[src/rtl/shift_left_sequencer.sv]
// Clocked controller for the self-timed left-shift register: runs one
// "load, then shift left n times" job per start pulse, with a timeout on each finish handshake.
module shift_left_sequencer #(
  parameter int Width      = 32,
  parameter int AmtWidth   = 6,
  parameter int ReqHold    = 2,
  parameter int SyncStages = 2,
  parameter int Timeout    = 255
) (
  input  logic                clk,
  input  logic                rstN,
  input  logic                startReq,
  input  logic [AmtWidth-1:0] amount,
  output logic                busy,
  output logic                done,
  output logic                error,
  output logic [AmtWidth-1:0] shiftsDone,
  output logic                saveReq,
  input  logic                saveFin,
  output logic                leftReq,
  input  logic                leftFin
);

  localparam int CntW = $clog2(ReqHold + SyncStages + Timeout + 1);
  localparam logic [CntW-1:0]   HoldLast  = CntW'(ReqHold - 1);
  localparam logic [CntW-1:0]   SettleEnd = CntW'(SyncStages);
  localparam logic [CntW-1:0]   CheckLast = CntW'(SyncStages + Timeout - 1);
  localparam logic [AmtWidth:0] WidthMax  = (AmtWidth + 1)'(Width);

  typedef enum logic [2:0] {
    IDLE,
    SAVE_REQ,
    SAVE_WAIT,
    LEFT_REQ,
    LEFT_WAIT,
    DONE
  } state_e;

  state_e                state_q, state_d;
  logic [CntW-1:0]       cnt_q, cnt_d;
  logic [AmtWidth:0]     n_q, n_d;
  logic [AmtWidth:0]     shifts_q, shifts_d;
  logic                  err_q, err_d;
  logic                  busy_q, busy_d;
  logic                  done_q, done_d;
  logic                  save_req_q, save_req_d;
  logic                  left_req_q, left_req_d;
  logic [SyncStages-1:0] save_sync_q, save_sync_d;
  logic [SyncStages-1:0] left_sync_q, left_sync_d;
  logic                  fin_sync;
  logic [AmtWidth:0]     shifts_inc;

  assign save_sync_d = {save_sync_q[SyncStages-2:0], saveFin};
  assign left_sync_d = {left_sync_q[SyncStages-2:0], leftFin};
  assign fin_sync    = (state_q == SAVE_WAIT) ? save_sync_q[SyncStages-1]
                                              : left_sync_q[SyncStages-1];
  assign shifts_inc  = shifts_q + 1'b1;

  // cnt_q counts hold cycles in REQ states; in WAIT states it runs through
  // the settle window and then the timeout window without being cleared.
  always_comb begin
    state_d  = state_q;
    cnt_d    = cnt_q;
    n_d      = n_q;
    shifts_d = shifts_q;
    err_d    = err_q;
    unique case (state_q)
      IDLE: begin
        if (startReq) begin
          n_d      = ({1'b0, amount} > WidthMax) ? WidthMax : {1'b0, amount};
          err_d    = 1'b0;
          shifts_d = '0;
          cnt_d    = '0;
          state_d  = SAVE_REQ;
        end
      end
      SAVE_REQ, LEFT_REQ: begin
        if (cnt_q == HoldLast) begin
          cnt_d   = '0;
          state_d = (state_q == SAVE_REQ) ? SAVE_WAIT : LEFT_WAIT;
        end else begin
          cnt_d = cnt_q + 1'b1;
        end
      end
      SAVE_WAIT, LEFT_WAIT: begin
        if (cnt_q < SettleEnd) begin
          cnt_d = cnt_q + 1'b1;
        end else if (fin_sync) begin
          cnt_d = '0;
          if (state_q == SAVE_WAIT) begin
            state_d = (n_q != '0) ? LEFT_REQ : DONE;
          end else begin
            shifts_d = shifts_inc;
            state_d  = (shifts_inc < n_q) ? LEFT_REQ : DONE;
          end
        end else if (cnt_q == CheckLast) begin
          err_d   = 1'b1;
          state_d = DONE;
        end else begin
          cnt_d = cnt_q + 1'b1;
        end
      end
      DONE:    state_d = IDLE;
      default: state_d = IDLE;
    endcase

    busy_d     = (state_d != IDLE) && (state_d != DONE);
    done_d     = (state_d == DONE);
    save_req_d = (state_d == SAVE_REQ);
    left_req_d = (state_d == LEFT_REQ);
  end

  always_ff @(posedge clk) begin
    if (!rstN) begin
      state_q     <= IDLE;
      cnt_q       <= '0;
      n_q         <= '0;
      shifts_q    <= '0;
      err_q       <= 1'b0;
      busy_q      <= 1'b0;
      done_q      <= 1'b0;
      save_req_q  <= 1'b0;
      left_req_q  <= 1'b0;
      save_sync_q <= '0;
      left_sync_q <= '0;
    end else begin
      state_q     <= state_d;
      cnt_q       <= cnt_d;
      n_q         <= n_d;
      shifts_q    <= shifts_d;
      err_q       <= err_d;
      busy_q      <= busy_d;
      done_q      <= done_d;
      save_req_q  <= save_req_d;
      left_req_q  <= left_req_d;
      save_sync_q <= save_sync_d;
      left_sync_q <= left_sync_d;
    end
  end

  assign busy       = busy_q;
  assign done       = done_q;
  assign error      = err_q;
  assign shiftsDone = shifts_q[AmtWidth-1:0];
  assign saveReq    = save_req_q;
  assign leftReq    = left_req_q;

endmodule
[config.mk]
export PLATFORM = sky130hd
export DESIGN_NAME = shift_left_sequencer
export DESIGN_NICKNAME = d
export VERILOG_FILES = /design/src/rtl/shift_left_sequencer.sv
export SDC_FILE = /design/constraint.sdc
export NUM_CORES = 1
export LEC_CHECK = 0
export ABC_AREA = 1
export BUFFER_PORTS_ARGS = -buffer_cell sky130_fd_sc_hd__buf_2
export CAP_MARGIN = 10
export CORE_MARGIN = 4
export CORE_UTILIZATION = 35
export CTS_BUF_LIST = sky130_fd_sc_hd__clkbuf_16
export CTS_CLUSTER_DIAMETER = 40
export DETAILED_ROUTE_END_ITERATION = 7
export PLACE_DENSITY = 0.58
export SETUP_SLACK_MARGIN = 0.02
export SYNTH_ARGS = -nofsm -noshare
export SYNTH_HDL_FRONTEND = slang
export SYNTH_SLANG_ARGS = --single-unit
[constraint.sdc]
create_clock -name clk -period 2.4 [get_ports clk]
set_input_delay 0.48 -clock clk [delete_from_list [all_inputs] [get_ports clk]]
set_output_delay 0.48 -clock clk [all_outputs]
set_load 0.05 [all_outputs]
==> run metrics <==
Worst-Skew Late Latency 0.28 ns; crit path to busy; area occupied by multi-input gates 0.001099 mm^2; Overflow after GRT 0; die height 83.37 um; crit path from shifts_q[1]; Worst-path clk slew 0.05 ns; largest net degree at the start of global routing 14; reg-to-reg endpoint busy; Initial Util 36.11%; PnR Total Power 1.369 mW; Max-Slew Margin vs Limit 73.31%; Layout area overhead 15.10%; leakage 1.003 nW; number of global-route vias before repair 1522; filler instances 592; nets 304; PD cells 598.2 mW/mm^2; Req. time, crit path 2.62 ns; CP arrival 2.34 ns; Final setup viols 0; post-placement cell count 349; Core Box Area 0.005507 mm^2; crit share post-route 88.51%; Synth Register Bits 34; FF-to-FF setup slack 0.28 ns; total CTS buffers 5; Mapped Avg Cell Area 7.560 um^2; # IOs 22; RSZ-0062 raised after global routing no; clk sinks 34; cts hold-fix bufs 0; n_diodes 0; FF/Latch Area 681.9 um^2; dpl hpwl 2875 um; worst hold slack 0.3821 ns; Worst setup EP type register; critical path fanouts, max 4; Worst Skew 0.006182 ns; 1st-pass router iterations 4; Avg WL per Cell 10.61 um; initial antenna violation count 0; antenna viol nets, final 0; Seq/Total Area, Yosys 34.24%; Cell Rows 27; DP Worst Slack 0.1761 ns; Worst IR Drop VDD 0.3018 mV; Tmin final 2.124 ns; DIE AREA 0.006951 mm^2; clk buf depth 2; Synth cell types 38; share of layout cells above drive strength 1 25.96%; Final Hold Viols 0; fin util 41.56%; Worst Hold Class in2reg; Gate Count Post-Synth 263; Post-Syn Area 0.001988 mm^2; Layout Cells excl Fill 357; clk root buf clkbuf_16; DRC errors left 0; Post-DP Area 0.002133 mm^2; max-slew violation count 0; RePlAce Congestion 0.7913; Iteration-0 DRC Markers 61; run status finished clean; Worst-Margin Slew 0.3973 ns; GRT Util Overall 11.87%; DIE WIDTH 83.37 um; fmax 470.8 MHz; final WL 3789 um; setup TNS 0 ns; Mapped Nets 283; Max Cap Viol 0; R2R cell count 16; post-route cell area 0.002288 mm^2; Synth warnings 0; WS Path Type reg2reg; TritonCTS clock tree done; vias per cell 4.485; H-tree depth 2; crit path launch type register; I/O Buffers 21; routed vias 1601; R2R Path Start shifts_q[1]; worst setup margin 0.2758 ns; first-pass GRT wire length 6741 um
report_power, final:
part | internal (mW) | switching, mW | leakage [nW]
clock | 0.374 | 0.227 | 0.0724
sequential | 0.583 | 0.0126 | 0.277
combinational | 0.0542 | 0.118 | 0.654
registers in the layout, indices dropped and copies added (netlist names), 2 cells and up:
signal and flops:
state_q 3, shifts_q 7, n_q 6, save_sync_q 2, left_sync_q 2, cnt_q 9
worst max-delay path, cell delays in order (launching register included):
cell,delay (ns)
dfxtp_1,0.41
ha_4,0.18
xor2_1,0.26
ha_1,0.30
a21oi_1,0.15
nand2_1,0.06
nand2_1,0.05
nand2_1,0.05
nand2_1,0.05
nand2_1,0.05
nand2_1,0.05
nand2_1,0.07
nand2_1,0.07
nand2_1,0.09
nand4_1,0.10
nand2_1,0.05
nor2_1,0.08
per-layer routing:
metal	GRT usage, %	wire (um)
met1	15.85	2012
met2	16.98	1506
met3	3.968	182
met4	5.795	87
met5	0	0
kinds of logic (layout without fill, tap and decap cells):
family / count (synthesis) / after routing / share of synthesized area (%)
AOI/OAI and AO/OA: 34 / 34 / 13.09
buffers and inverters: 51 / 73 / 11.33
adders and majority gates: 9 / 9 / 5.664
and+or+nand+nor: 130 / 130 / 33.48
xor gates and xnor gates: 5 / 5 / 2.203
DFF: 34 / 34 / 34.24
Yosys cell counts, drive strengths merged:
cell	instances	area share (%)
a211oi	2	1.0
a21boi	1	0.38
a21oi	16	4.8
a22oi	3	1.6
a41oi	1	0.44
buf	8	3.1
clkbuf	1	0.19
clkinv	1	0.19
dfxtp	34	34
ha	9	5.7
inv	41	7.9
nand2	68	14
nand3	18	5.9
nand3b	2	0.75
nand4	3	1.7
nor2	29	6.5
nor3	7	2.5
nor3b	3	1.6
o21a	3	1.1
o21ai	8	3.7
xor2	5	2.2
layout by cell type (no fill, tap or decap), drive strengths merged:
cell type | synthesis | layout
a211oi | 2 | 2
a21boi | 1 | 1
a21oi | 16 | 16
a22oi | 3 | 3
a41oi | 1 | 1
buf | 8 | 23
clkbuf | 1 | 5
clkinv | 1 | 3
dfxtp | 34 | 34
ha | 9 | 9
inv | 41 | 42
nand2 | 68 | 68
nand3 | 18 | 18
nand3b | 2 | 2
nand4 | 3 | 3
nor2 | 29 | 29
nor3 | 7 | 7
nor3b | 3 | 3
o21a | 3 | 3
o21ai | 8 | 8
xor2 | 5 | 5
worst min-delay path by stage:
stage | slack (ns) | depth (start not counted) | to | from
finish | 0.38 | 3 | save_sync_q[0] | saveFin
global placement | 0.40 | 2 | left_sync_q[1] | left_sync_q[0]
global route | 0.39 | 3 | save_sync_q[0] | saveFin
CTS | 0.38 | 3 | left_sync_q[0] | leftFin
detailed placement | 0.40 | 2 | save_sync_q[1] | save_sync_q[0]
floorplan | 0.39 | 2 | left_sync_q[1] | left_sync_q[0]
layout make-up:
cell class,count,share of cell area [%]
sequential,34,29.80
timing repair buffer,23,5.249
clock inverter,3,0.5467
clock buffer,5,5.467
inverter,42,6.998
tap,72,3.937
multi-input combinational,178,48.00
what timing repair did:
action,CTS,global route
gates resized for setup,0,4
endpoints found under the setup margin,0,6
setup buffers,0,0
(Power assumes the default switching activity.)
